[src/rtl/conv_io_pkg.sv]
// rtl/conv_io_pkg.sv - shared state encoding and size helpers for the convolution I/O master
package conv_io_pkg;

    typedef enum logic [1:0] {IDLE, RUN, FIN} state_t;

    localparam int DEF_X_SIZE = 128;
    localparam int DEF_F_SIZE = 32;
    localparam int Y_SIZE     = DEF_X_SIZE - DEF_F_SIZE + 1;

    function automatic int y_len(input int xs, input int fs);
        return xs - fs + 1;
    endfunction

    // Width of a counter that must be able to hold the value n itself.
    function automatic int cnt_w(input int n);
        return $clog2(n + 1);
    endfunction

endpackage

[src/rtl/conv_stream_tx.sv]
// rtl/conv_stream_tx.sv - preloaded element buffer streamed out once per run over valid/ready
module conv_stream_tx #(
    parameter int W    = 8,
    parameter int SIZE = 128,
    localparam int AW  = $clog2(SIZE)
) (
    input  logic          clk,
    input  logic          reset,
    input  logic          wr_en,
    input  logic [AW-1:0] wr_addr,
    input  logic [W-1:0]  wr_data,
    input  logic          launch,
    input  logic          stop,
    output logic          m_valid,
    input  logic          m_ready,
    output logic [W-1:0]  m_data,
    output logic          sent
);

    logic [W-1:0]  mem_q [SIZE];
    logic [AW-1:0] idx_q;
    logic          valid_q;
    logic          sent_q;

    always_ff @(posedge clk) begin
        if (wr_en) begin
            mem_q[wr_addr] <= wr_data;
        end
    end

    always_ff @(posedge clk) begin
        if (reset) begin
            idx_q   <= '0;
            valid_q <= 1'b0;
            sent_q  <= 1'b0;
        end else if (launch) begin
            idx_q   <= '0;
            valid_q <= 1'b1;
            sent_q  <= 1'b0;
        end else if (stop) begin
            valid_q <= 1'b0;
        end else if (valid_q && m_ready) begin
            // The index parks on the last element; valid going low marks the end.
            if (idx_q == AW'(SIZE - 1)) begin
                valid_q <= 1'b0;
                sent_q  <= 1'b1;
            end else begin
                idx_q <= idx_q + 1'b1;
            end
        end
    end

    assign m_valid = valid_q;
    assign m_data  = mem_q[idx_q];
    assign sent    = sent_q;

endmodule

[src/rtl/conv_io_master.sv]
// rtl/conv_io_master.sv - streams X/F vectors into the convolution core and captures its Y results
module conv_io_master
    import conv_io_pkg::*;
#(
    parameter int DATA_WIDTH_X = 8,
    parameter int DATA_WIDTH_F = 8,
    parameter int X_SIZE       = DEF_X_SIZE,
    parameter int F_SIZE       = DEF_F_SIZE,
    parameter int ACC_SIZE     = 21,
    localparam int YS          = y_len(X_SIZE, F_SIZE),
    localparam int XAW         = $clog2(X_SIZE),
    localparam int FAW         = $clog2(F_SIZE),
    localparam int YAW         = $clog2(YS),
    localparam int YCW         = cnt_w(YS)
) (
    input  logic                    clk,
    input  logic                    reset,
    input  logic                    ld_wr_en,
    input  logic                    ld_sel,
    input  logic [XAW-1:0]          ld_addr,
    input  logic [DATA_WIDTH_X-1:0] ld_data,
    input  logic                    start,
    input  logic                    y_hold,
    output logic                    busy,
    output logic                    done,
    output logic                    m_valid_x,
    input  logic                    m_ready_x,
    output logic [DATA_WIDTH_X-1:0] m_data_x,
    output logic                    m_valid_f,
    input  logic                    m_ready_f,
    output logic [DATA_WIDTH_F-1:0] m_data_f,
    input  logic                    s_valid_y,
    output logic                    s_ready_y,
    input  logic [ACC_SIZE-1:0]     s_data_y,
    input  logic [YAW-1:0]          rd_addr,
    output logic [ACC_SIZE-1:0]     rd_data,
    output logic [YCW-1:0]          y_count
);

    state_t              state_q;
    logic                busy_q;
    logic                done_q;
    logic [YCW-1:0]      y_count_q;
    logic [ACC_SIZE-1:0] ybuf_q [YS];

    logic in_idle, launch, load_en, y_hs, y_last, x_sent, f_sent;

    assign in_idle   = (state_q == IDLE);
    assign launch    = in_idle & start;
    assign load_en   = in_idle & ld_wr_en;
    assign s_ready_y = (state_q == RUN) & ~y_hold & (y_count_q < YCW'(YS));
    assign y_hs      = s_valid_y & s_ready_y;
    assign y_last    = y_hs & (y_count_q == YCW'(YS - 1));

    conv_stream_tx #(.W(DATA_WIDTH_X), .SIZE(X_SIZE)) u_tx_x (
        .clk     (clk),
        .reset   (reset),
        .wr_en   (load_en & ~ld_sel),
        .wr_addr (ld_addr),
        .wr_data (ld_data),
        .launch  (launch),
        .stop    (y_last & ~x_sent),
        .m_valid (m_valid_x),
        .m_ready (m_ready_x),
        .m_data  (m_data_x),
        .sent    (x_sent)
    );

    conv_stream_tx #(.W(DATA_WIDTH_F), .SIZE(F_SIZE)) u_tx_f (
        .clk     (clk),
        .reset   (reset),
        .wr_en   (load_en & ld_sel),
        .wr_addr (ld_addr[FAW-1:0]),
        .wr_data (ld_data[DATA_WIDTH_F-1:0]),
        .launch  (launch),
        .stop    (y_last & ~f_sent),
        .m_valid (m_valid_f),
        .m_ready (m_ready_f),
        .m_data  (m_data_f),
        .sent    (f_sent)
    );

    always_ff @(posedge clk) begin
        if (y_hs) begin
            ybuf_q[y_count_q[YAW-1:0]] <= s_data_y;
        end
    end

    always_ff @(posedge clk) begin
        if (reset) begin
            state_q   <= IDLE;
            busy_q    <= 1'b0;
            done_q    <= 1'b0;
            y_count_q <= '0;
        end else begin
            done_q <= 1'b0;
            case (state_q)
                IDLE: begin
                    if (start) begin
                        state_q   <= RUN;
                        busy_q    <= 1'b1;
                        y_count_q <= '0;
                    end
                end
                RUN: begin
                    if (y_hs) begin
                        y_count_q <= y_count_q + 1'b1;
                    end
                    if (y_last) begin
                        state_q <= FIN;
                        busy_q  <= 1'b0;
                        done_q  <= 1'b1;
                    end
                end
                FIN: begin
                    state_q <= IDLE;
                end
                default: begin
                    state_q <= IDLE;
                    busy_q  <= 1'b0;
                end
            endcase
        end
    end

    assign busy    = busy_q;
    assign done    = done_q;
    assign y_count = y_count_q;
    assign rd_data = ({1'b0, rd_addr} < (YAW + 1)'(YS)) ? ybuf_q[rd_addr] : '0;

endmodule

[config.mk]
export PLATFORM = sky130hd
export DESIGN_NAME = conv_io_master
export DESIGN_NICKNAME = d
export VERILOG_FILES = /design/src/rtl/conv_io_pkg.sv /design/src/rtl/conv_stream_tx.sv /design/src/rtl/conv_io_master.sv
export SDC_FILE = /design/constraint.sdc
export NUM_CORES = 2
export LEC_CHECK = 0
export CORE_MARGIN = 4
export CORE_UTILIZATION = 30
export CTS_CLUSTER_DIAMETER = 200
export DETAILED_ROUTE_END_ITERATION = 12
export PLACE_DENSITY = 0.55
export SYNTH_ARGS = -nofsm -noshare
export SYNTH_HDL_FRONTEND = slang
export SYNTH_SLANG_ARGS = --single-unit
[constraint.sdc]
create_clock -name clk -period 8.35 [get_ports clk]
set_clock_uncertainty 0.05 [all_clocks]
set_input_delay 1.2525 -clock clk [delete_from_list [all_inputs] [get_ports clk]]
set_output_delay 1.2525 -clock clk [all_outputs]
set_load 0.02 [all_outputs]
==> impl_results.md <==
- Outcome: finished, final reports clean
- Critical path peak fanout: 57
- WS Path Type: in2out
- Pwr Density: 235 nW/um^2
- Max Buffers Root-to-Sink: 4
- Sequential cell area fraction in the yosys report: 78.0%
- Worst-skew pair later-pin latency: 0.94 ns
- GPL Wtd Cong: 0.831
- Number of vias per cell: 5.11
- H-tree level count: 5
- Clock slew at reported path FFs: 0.06 ns
- Syn-to-layout area delta: 15.3%
- Final nets: 6134
- Hold Crit Class: reg2reg
- Crit-path cells: buf_8, or3b_4, buf_4, buf_12, o22ai_1, a2111oi_0, a211oi_1, o41a_1, clkdlybuf4s50_1
- Gate power share: 4.0%
- Die height: 663 um
- CTS Hold Bufs: 0
- Tmin final: 7.08 ns
- Clock power frac: 42.9%
- Root Driver: clkbuf_16
- Postcts setup bufs: 0
- Fin. Hold Viols: 0
- Crit share post-route: 84.8%
- Initial Util: 30.1%
- CP max-delay cell: a2111oi_0
- Busiest grt layer: met2
- Pin count of the biggest net entering global routing: 101
- Initial drt markers: 7248
- DR vias: 61500
- LEAKAGE: 44.7 nW
- Register bit total from synthesis: 3356
- DIE AREA: 440000 sq um
- Slew margin rel.: 6.99%
- P_sw: 7.41 mW
- Initial antenna violation count: 21
- Die Wd: 663 um
- Syn avg cell area: 22.3 sq um
- Crit end category: primary output
- Synthesized area: 129000 sq um
- M3 GR Usage: 2.01%
- Peak supply drop: 0.155 mV
- Drt wl/cell: 27.6 um
- Dpl hpwl: 198000 um
- Library cells used by synthesis: 56
- CP Buf/Inv Count: 4
- RSZ-0062 raised after global routing: false
- Synthesis Warnings: 0
- DRC: 0
- Std-Cell Rows: 240
- Share of layout cells above drive strength 1: 26.5%
- Max stage delay on crit path: 1.10 ns
- Setup TNS: 0 ns
- Syn Inst Count: 5763
- Top_reg_cell synth: edfxtp_1
- Routing usage on met1: 20.8%
- Post-CTS Resized: 0
- TritonCTS clock tree: yes
- Final wirelength: 332000 um
- Layout Utilization: 34.7%
- Max-slew violations: 0
- Sw frac: 21.2%
- GR Util met2: 23.3%
- EDFF count, synth: 3317
- First-pass detailed-route iteration total: 6
- Vias in the first global route: 61600
- Slew @ Worst Pin: 1.40 ns
- Max Cap Viol: 0
- Fillers: 39100
- CTS buffer count: 346
- Flop pwr share: 53.1%
- Int Pwr: 27.5 mW
- Antenna-violating nets left: 0
- Critical Path RT: 7.05 ns
- CTS Sinks: 3356
- Overflow after GRT: 0
- Startpoint Class: input pin
- Async set or reset register ratio after synthesis: 0%
- Arr. time, crit path: 5.78 ns
- Tot GR Track Use: 14.6%
- # setup viols final: 0
- Max Fclk: 141 MHz
- CORE AREA: 427000 sq um
- Syn Nets: 5820
- First-pass GRT wire length: 472000 um
- Port Buf Inserts: 100
- # IOs: 101
- CP delay by family, top: compound AO/OA/AOI/OAI gates
## Yosys cell counts (26+ instances only)
master	count	area (sq um)
a2111oi_0	44	385
a211oi_1	26	195
a21oi_1	70	350
a22o_1	44	385
a22oi_1	47	353
buf_1	46	173
buf_2	73	365
buf_4	27	203
clkbuf_1	188	706
dfxtp_1	39	781
edfxtp_1	3317	99600
mux2_2	53	597
mux2i_1	252	2520
mux4_2	800	18000
nand2_1	90	338
nor2_1	285	1070
o221ai_1	59	517
o22ai_1	56	350
## flip-flops by register name, summed over array words and instances (netlist names), 2 cells and up, named ones only
signal,count
u_tx_f.mem_q,256
state_q,2
u_tx_f.idx_q,5
u_tx_x.mem_q,1024
y_count,7
ybuf_q,2037
u_tx_x.idx_q,7
## final cells by class
type,count,area [sq um],share of cell area (%)
Sequential cell,3356,100000,67.7
Antenna cell,5,12.5,0.00843
Multi-Input combinational cell,2058,27200,18.3
Inverter,12,45.0,0.0303
Clock inverter,193,1880,1.27
Clock buffer,432,9060,6.11
Tap cell,5687,7120,4.79
Timing Repair Buffer,303,2730,1.84
## per-stage QoR
stage / power (mW) / std cells / setup WS [ns] / hold WS [ns] / instance area (sq um)
4_1_cts: 35.2 / 12000 / 1.32 / 0.462 / 148000
6_report: 34.9 / 12000 / 1.27 / 0.458 / 148000
5_1_grt: 36.0 / 12000 / 1.36 / 0.502 / 148000
3_3_place_gp: 20.3 / 11400 / 1.18 / 0.433 / 137000
3_5_place_dp: 20.3 / 11400 / 1.34 / 0.449 / 137000
2_1_floorplan: 19.6 / 5763 / 3.41 / 0.413 / 129000
## worst paths after layout
check / slack, ns / to / start / cells past startpoint
max reg2reg: 4.57 / u_tx_x.mem_q[86][0] / state_q[1] / 6
max: 1.27 / rd_data[13] / rd_addr[2] / 9
min reg2reg: 0.46 / u_tx_x.idx_q[6] / u_tx_x.idx_q[6] / 2
min: 0.46 / u_tx_x.idx_q[6] / u_tx_x.idx_q[6] / 2
## layout by cell type (no fill, tap or decap), types with 11 or more instances in the layout
master / instances
edfxtp_1: 3317
mux4_2: 800
clkbuf_16: 349
mux2i_1: 252
buf_4: 208
nor2_1: 187
nand2_1: 90
clkbuf_1: 81
nor2_2: 80
clkinv_1: 70
a21oi_1: 70
clkdlybuf4s50_1: 66
clkinv_2: 60
o221ai_1: 59
o22ai_1: 56
mux2_2: 53
a22oi_1: 47
a22o_1: 44
a2111oi_0: 43
dfxtp_1: 33
a211oi_1: 26
nand3_1: 24
bufinv_16: 24
buf_12: 22
a211o_1: 19
a221oi_1: 18
nor2_4: 18
nor3_1: 17
and3_1: 13
a221o_1: 13
a41oi_1: 12
inv_1: 11
or3_1: 11
## worst register-to-register path, stage by stage (launching register included)
cell      delay, ns
dfxtp_1        0.33
nor2_1         0.21
buf_4          0.23
nand3b_1       0.26
nor3b_1        0.84
nand2_1        0.51
nor2_1         0.91
## logic make-up after synthesis
| logic type | Yosys count | synth area share [%] |
|---|---|---|
| DFF | 3356 | 78.0 |
| muxes | 1105 | 16.4 |
| and+or+nand+nor | 497 | 1.67 |
| AOI/OAI and AO/OA | 449 | 2.67 |
| buffers and inverters | 349 | 1.18 |
| adders and majority gates | 5 | 0.0486 |
| xor gates and xnor gates | 2 | 0.0136 |
## routing by layer
metal	vias to the layer above	wire, um	share of wire [%]
li1	25200	-	-
met1	33500	141000	43
met2	2421	159000	48
met3	463	21600	6.5
met4	6	10500	3.2
met5	-	34	0.010
## power groups by stage
stage / Sequential (mW) / Combinational, mW / Clock, mW
2_1_floorplan: 18.9 / 0.678 / 0
3_3_place_gp: 18.9 / 1.39 / 0
3_5_place_dp: 18.9 / 1.41 / 0
4_1_cts: 18.5 / 1.41 / 15.3
5_1_grt: 18.5 / 1.46 / 16.0
6_report: 18.5 / 1.39 / 15.0
Power figures use the tool's default switching activity.
